[config.mk]
export PLATFORM = sky130hd
export DESIGN_NAME = trigger_signal_detect
export DESIGN_NICKNAME = d
export VERILOG_FILES = /design/src/rtl/trigger_signal_detect_pkg.sv /design/src/rtl/trigger_signal_detect_sync_2ff.sv /design/src/rtl/trigger_signal_detect.sv
export SDC_FILE = /design/constraint.sdc
export NUM_CORES = 1
export LEC_CHECK = 0
export ABC_CLOCK_PERIOD_IN_PS = 3310
export CAP_MARGIN = 20
export CELL_PAD_IN_SITES_DETAIL_PLACEMENT = 0
export CELL_PAD_IN_SITES_GLOBAL_PLACEMENT = 1
export CORE_MARGIN = 3
export CORE_UTILIZATION = 44
export DETAILED_ROUTE_END_ITERATION = 6
export PLACE_DENSITY_LB_ADDON = 0.2
export REMOVE_ABC_BUFFERS = 1
export SYNTH_ARGS = -nofsm -noshare
export SYNTH_HDL_FRONTEND = slang
export SYNTH_SLANG_ARGS = --single-unit
[constraint.sdc]
create_clock -name clk_sys -period 3.31 [get_ports clk_sys]
set_input_delay 0.662 -clock clk_sys [delete_from_list [all_inputs] [get_ports clk_sys]]
set_output_delay 0.662 -clock clk_sys [all_outputs]
set_load 0.02 [all_outputs]
[src/rtl/trigger_signal_detect_pkg.sv]
// Shared types and constants for the trigger signal detector.
package trigger_signal_detect_pkg;

  localparam int PERIOD_W      = 17;
  localparam int WIDTH_W       = 8;
  localparam int DEF_MIN_WIDTH = 8;
  localparam int DEF_MAX_WIDTH = 32;
  localparam int DEF_TIMEOUT   = 98304;

  localparam logic [PERIOD_W-1:0] GAP_MAX = '1;

  typedef enum logic [1:0] {
    WAIT_LOW = 2'd0,
    IDLE     = 2'd1,
    HIGH     = 2'd2
  } state_t;

endpackage

[src/rtl/trigger_signal_detect_sync_2ff.sv]
// Two-flop synchronizer bringing an asynchronous level into clk_sys.
module sync_2ff (
  input  logic clk_sys,
  input  logic rst_n,
  input  logic d,
  output logic q
);

  logic meta;

  always_ff @(posedge clk_sys or negedge rst_n) begin
    if (!rst_n) begin
      meta <= 1'b0;
      q    <= 1'b0;
    end else begin
      meta <= d;
      q    <= meta;
    end
  end

endmodule

[src/rtl/trigger_signal_detect.sv]
// Trigger pulse qualifier: checks high time, measures period between valid
// pulses, tracks lock and flags missing triggers.
//
//   state    | meaning
//   WAIT_LOW | discard any high level until the input is seen low
//   IDLE     | input low, waiting for a rising edge
//   HIGH     | input high, counting pulse width
module trigger_signal_detect
  import trigger_signal_detect_pkg::*;
#(
  parameter int MIN_WIDTH = DEF_MIN_WIDTH,
  parameter int MAX_WIDTH = DEF_MAX_WIDTH,
  parameter int TIMEOUT   = DEF_TIMEOUT
) (
  input  logic                clk_sys,
  input  logic                rst_n,
  input  logic                trigger_in,
  output logic                trig_valid,
  output logic [WIDTH_W-1:0]  pulse_width,
  output logic [PERIOD_W-1:0] period,
  output logic                locked,
  output logic                width_err,
  output logic                timeout_err
);

  localparam logic [WIDTH_W-1:0]  MIN_W     = WIDTH_W'(MIN_WIDTH);
  localparam logic [WIDTH_W-1:0]  MAX_W     = WIDTH_W'(MAX_WIDTH);
  localparam logic [PERIOD_W-1:0] TIMEOUT_C = PERIOD_W'(TIMEOUT);

  state_t              state;
  logic                sync;
  logic [1:0]          primed;
  logic [WIDTH_W-1:0]  width_cnt;
  logic [PERIOD_W-1:0] gap_cnt;
  logic                has_prev;
  logic                over_max, fall_ok, fall_bad, hit_timeout;

  sync_2ff u_sync (
    .clk_sys (clk_sys),
    .rst_n   (rst_n),
    .d       (trigger_in),
    .q       (sync)
  );

  assign over_max    = (state == HIGH) && sync && (width_cnt >= MAX_W);
  assign fall_ok     = (state == HIGH) && !sync && (width_cnt >= MIN_W) && (width_cnt <= MAX_W);
  assign fall_bad    = (state == HIGH) && !sync && !fall_ok;
  assign hit_timeout = (gap_cnt == TIMEOUT_C);

  always_ff @(posedge clk_sys or negedge rst_n) begin
    if (!rst_n) begin
      state       <= WAIT_LOW;
      primed      <= 2'b00;
      width_cnt   <= '0;
      gap_cnt     <= '0;
      has_prev    <= 1'b0;
      trig_valid  <= 1'b0;
      pulse_width <= '0;
      period      <= '0;
      locked      <= 1'b0;
      width_err   <= 1'b0;
      timeout_err <= 1'b0;
    end else begin
      // sync still holds its reset value for two edges; don't trust a low until it has filled
      primed      <= {primed[0], 1'b1};
      trig_valid  <= 1'b0;
      width_err   <= 1'b0;
      timeout_err <= 1'b0;

      case (state)
        WAIT_LOW: if (primed[1] && !sync) state <= IDLE;
        IDLE: begin
          if (sync) begin
            state     <= HIGH;
            width_cnt <= WIDTH_W'(1);
          end
        end
        HIGH: begin
          if (sync) begin
            if (over_max) begin
              width_err <= 1'b1;
              state     <= WAIT_LOW;
            end else begin
              width_cnt <= width_cnt + WIDTH_W'(1);
            end
          end else begin
            state <= IDLE;
            if (fall_ok) begin
              trig_valid  <= 1'b1;
              pulse_width <= width_cnt;
            end else begin
              width_err <= 1'b1;
            end
          end
        end
        default: state <= WAIT_LOW;
      endcase

      if (fall_ok) begin
        gap_cnt  <= PERIOD_W'(1);
        has_prev <= 1'b1;
        if (has_prev) begin
          period <= gap_cnt;
          locked <= 1'b1;
        end
      end else begin
        if (gap_cnt != GAP_MAX) gap_cnt <= gap_cnt + PERIOD_W'(1);
        // a width error already drops lock, so it absorbs a coincident timeout
        if (over_max || fall_bad) begin
          locked   <= 1'b0;
          has_prev <= 1'b0;
        end else if (hit_timeout) begin
          timeout_err <= 1'b1;
          locked      <= 1'b0;
          has_prev    <= 1'b0;
        end
      end
    end
  end

endmodule

Word level (Yosys, flattened, before mapping):

Index checks and enable logic that the tools add are counted.

* word-level logic and storage cells: 74
* output and inout port bits: 29
* register bits after elaboration: 61
* input bits: 3

* multiplexer cells: 26
* order comparisons: 3
* add/sub/neg operators: 2
* bitwise operators: 1
* reductions and logical operators: 19
* equality and inequality tests: 10

Operator list (count)
* $mux 17: 2
* $mux 8: 3
* $add 17x1->17 const B: 1
* $eq 17x17->1 const B: 1
* $ne 17x17->1 const B: 1
* $pmux 8 s2: 1
* $mux 1: 15
* $add 8x1->8 const B: 1
* $ge 8x4->1 const B: 1
* $ge 8x6->1 const B: 1
* $le 8x6->1 const B: 1
* $mux 2: 4
* $logic_and 1x1->1: 7
* $ne 2x2->1 const B: 3
* $pmux 2 s3: 1
* $reduce_and 3->1: 2
* $ne 2x1->1 const B: 2
* $reduce_and 2->1: 2
* $reduce_and 4->1: 1
* $reduce_bool 2->1: 2
* $ne 3x3->1 const B: 1
* $reduce_bool 3->1: 1
* $eq 2x1->1 const B: 1
* $eq 2x2->1 const B: 1
* other kinds (4): 5

Depth between registers and ports, before layout:

* word-level depth: 9
* depth in mapped cells: 11
* mapped depth without buffers: 8

Cells and area by module:

From an unflattened synthesis, not the netlist that was laid out.

* cell total of the unflattened synthesis: 245
* area, all modules: 2806.4 µm²

Modules (own cells, without submodules)
* trigger_signal_detect: sequential area each 1476.4 µm², area an instance 2756.4 µm², cells an instance 243, times used 1
* sync_2ff: sequential area each 50.0 µm², area an instance 50.0 µm², cells an instance 2, times used 1

Least setup slack after synthesis:

OpenSTA, ideal clock, no wires.

* path kind: reg-to-reg
* start point: reg gap_cnt[5]
* end point: reg gap_cnt[15]
* data arrival time: 2.415 ns
* clock period less this slack: 2.492 ns
* cell stages (with the launch flop): 12
* library setup time: 0.077 ns
* data required time: 3.233 ns
* buffers on the path: 3
* slack: 0.818 ns
* cell sequence: dfrtp_1 clkbuf_1 and4_1 nand2_1 nor3_1 ha_1 clkbuf_1 nand4b_1 or2_2 clkbuf_1 or4_1 a21oi_1

* word-level cells in the longest chain between the ends: 3
* elaborated cells on any way between the ends: 5
* classes of those cells: 1 x add/sub; 1 x eq/ne; 2 x mux; 1 x reduce/logical

Ends and longest elaborated chain
* start: declaration: line trigger_signal_detect.sv:34 `logic [PERIOD_W-1:0] gap_cnt;`
* start signal: assignment: line trigger_signal_detect.sv:107 `if (gap_cnt != GAP_MAX) gap_cnt <= gap_cnt + PERIOD_W'(1);`
* $add 17x1->17: line trigger_signal_detect.sv:107
* $mux 17: line trigger_signal_detect.sv:107
* $mux 17: line trigger_signal_detect.sv:99 `if (fall_ok) begin`

Parallel ways exist; a longest one is shown, timed or not. The select of a mux whose other input is x is not followed.
A chain may end at the register's enable or synchronous reset.

Worst setup path in the final report:

Ends and elaborated chain as after synthesis.

==> impl_metrics.yaml <==
logic_synthesis:
  synth_seq_area_share_pct: 56.64
  synth-async-reset-ratio_pct: 100.0
  synth_commonest_cells: "61 x dfrtp_1, 18 x nor2_1, 14 x mux2_2"
  synth_top_cell_by_area: "dfrtp_1"
  netlist_area_sq_um: 2695
  synth_area_per_cell_sq_um: 12.25
  synth_top_cell_area_share_pct: 56.64
  synthCells: 220
  synthTopCellsByArea: "dfrtp_1 57%, mux2_2 5.8%, mux2_4 5.0%"
  synth.most_common_cell: "dfrtp_1"
  ys_ff_latch: 61
  synth_edf_count: 0
  netlist-cell-type-count: 43
  synthFlopType: "dfrtp_1"
  yosysWarningCount: 0
critical_path:
  critical_path_class: "register to register"
  setup.worst_path.end_class: "register"
  critPathMaxFanout: 8
  startpoint: "gap_cnt[5]"
  rrSetupSlack_ns: 0.75
  r2r-end: "gap_cnt[15]"
  cp.required_ns: 3.56
  reg2regPathDepth: 8
  arrival_ns: 2.81
  r2r-start: "gap_cnt[5]"
  start_kind: "register"
timing:
  rsz0062_at_grt: "no"
  min_period_ns: 2.558
  worst_slack_ns: 0.7515
  relSlewSlack_pct: 35.72
  tns_ns: 0
  setup-violations-final: 0
  finClkSkew_ns: 0.008569
  post-route-period-util_pct: 77.30
  tightest_slew_ns: 0.9508
  finalHoldViolations: 0
  slew_viol_final: 0
  fmax_mhz: 390.9
placed_design:
  dpl.cell_count: 316
  place_area_sq_um: 3062
  numPortBuffers: 31
  place_congestion: 0.7697
  hpwlAfterDp_mm: 3.306
  dp_slack_ns: 0.7658
finish:
  syn_to_final_growth_pct: 22.66
  layout.nets: 263
  drive_gt1_share_pct: 18.46
  design_area_sq_um: 3306
  fin_cells: 332
  antenna_cells: 0
cts:
  cts_setup_buffers: 0
  cts_tree: "yes"
  htree_levels: 3
  root_buffer: "clkbuf_8"
  hold_buffers: 0
  clk_latency_ns: 0.33
  clk_path_buf_depth: 2
  post_cts_resize_count: 0
  clk_pin_slew_ns: 0.07
  cts_buffers: 9
  cts.sinks: 61
global_route:
  grt_pass1_vias: 1817
  grt_usage_pct: 15.49
  grt_overflow: 0
  grt_max_degree: 35
  grt_pass1_wl_mm: 8.749
  antenna_found_initial: 0
floorplanning:
  core_area_sq_um: 5709
  die_y_um: 84.27
  dieWidth_um: 84.27
  pin_count: 32
  rows: 27
  die-area_sq_um: 7101
  initial_core_util_pct: 47.21
pwr:
  ir_worst_vdd_mv: 0.2295
  p_per_area_nw_per_um2: 516.4
  power.total_w: 0.001707
  p_leak_nw: 1.549
drt:
  vias_per_cell: 5.139
  drtIter0Drc: 95
  vias: 1706
  wl_mm: 4.855
  wire_per_inst_um: 14.62
  drcViolationCount: 0
  drtPass1Iterations: 4
  antenna_left: 0
job:
  maxCapViolCount: 0
min_path:
  hp-class: "primary input to async pin"
status:
  status: "complete, no violations"
-- through the flow --
stage               utilization (%)  hold slack, ns
finish                        57.90          0.3513
global route                  57.90          0.3688
CTS                           57.90          0.3565
detailed placement            53.63          0.3404
global placement              53.63          0.3339
floorplan                         -          0.3312
-- final cells by class --
class | count | area, sq um
Inverter | 6 | 22.52
Multi-Input combinational cell | 143 | 1095
Clock inverter | 3 | 65.06
Sequential cell | 61 | 1526
Fill cell | 472 | 2404
Clock buffer | 13 | 178.9
Timing Repair Buffer | 34 | 327.8
Tap cell | 72 | 90.09
-- report_power, final --
part | total, W | internal [W] | switching, W | leakage [nW]
Clock | 0.000777 | 0.000505 | 0.000272 | 0.126
Combinational | 0.0000912 | 0.0000371 | 0.0000541 | 0.601
Sequential | 0.000839 | 0.000780 | 0.0000587 | 0.822
Total | 0.00171 | 0.00132 | 0.000385 | 1.55
-- layout by cell type (no fill, tap or decap), drive strengths merged, types with 5 or more instances in the layout --
cell type | synthesis | routed
nor2 | 18 | 18
clkdlybuf4s50 | 0 | 30
a21oi | 7 | 7
dfrtp | 61 | 61
ha | 5 | 5
clkbuf | 6 | 13
nand4 | 6 | 6
o21ai | 5 | 5
xor2 | 10 | 10
nor3 | 6 | 6
nor2b | 7 | 7
mux2 | 23 | 23
nand2 | 9 | 9
inv | 6 | 6
nand3 | 6 | 6
-- state kept, by name (all words and copies together) (netlist names), 2 cells and up --
signal	cells
gap_cnt	17
period	17
pulse_width	8
width_cnt	8
primed	2
state	2
-- metal layers --
layer	part of all wire [%]	track usage [%]
met1	52	22.29
met2	41	21.81
met3	5.1	5.005
met4	1.4	5.702
met5	0	0
-- cells by family (layout without fill, tap and decap cells) --
logic type      Yosys count  in the layout  synth area share, %
xor+xnor                 13             13                4.225
flops                    61             61                56.64
fa+ha+maj                 5              5                2.321
other cells               1              1               0.1391
buf+inv                  16             56                2.739
compound gates           20             20                5.293
mux                      26             26                11.98
simple gates             78             78                16.67
-- how the worst max path moves through the flow --
stage | endpoint | slack (ns) | cells after the start
global placement | gap_cnt[15] | 0.75 | 8
finish | gap_cnt[15] | 0.75 | 8
detailed placement | gap_cnt[15] | 0.77 | 8
CTS | gap_cnt[15] | 0.74 | 8
floorplan | period[0] | 0.47 | 4
global route | gap_cnt[15] | 0.57 | 8
-- critical path, cell delays in order, from the launching register on --
cell and delay, ns:
dfrtp_1 0.47, and4_1 0.28, nand2_1 0.15, nor3_1 0.09
ha_1 0.28, nand4b_1 0.27, or2_2 0.38, or4_1 0.41
a21oi_1 0.15
(Power assumes the default switching activity.)
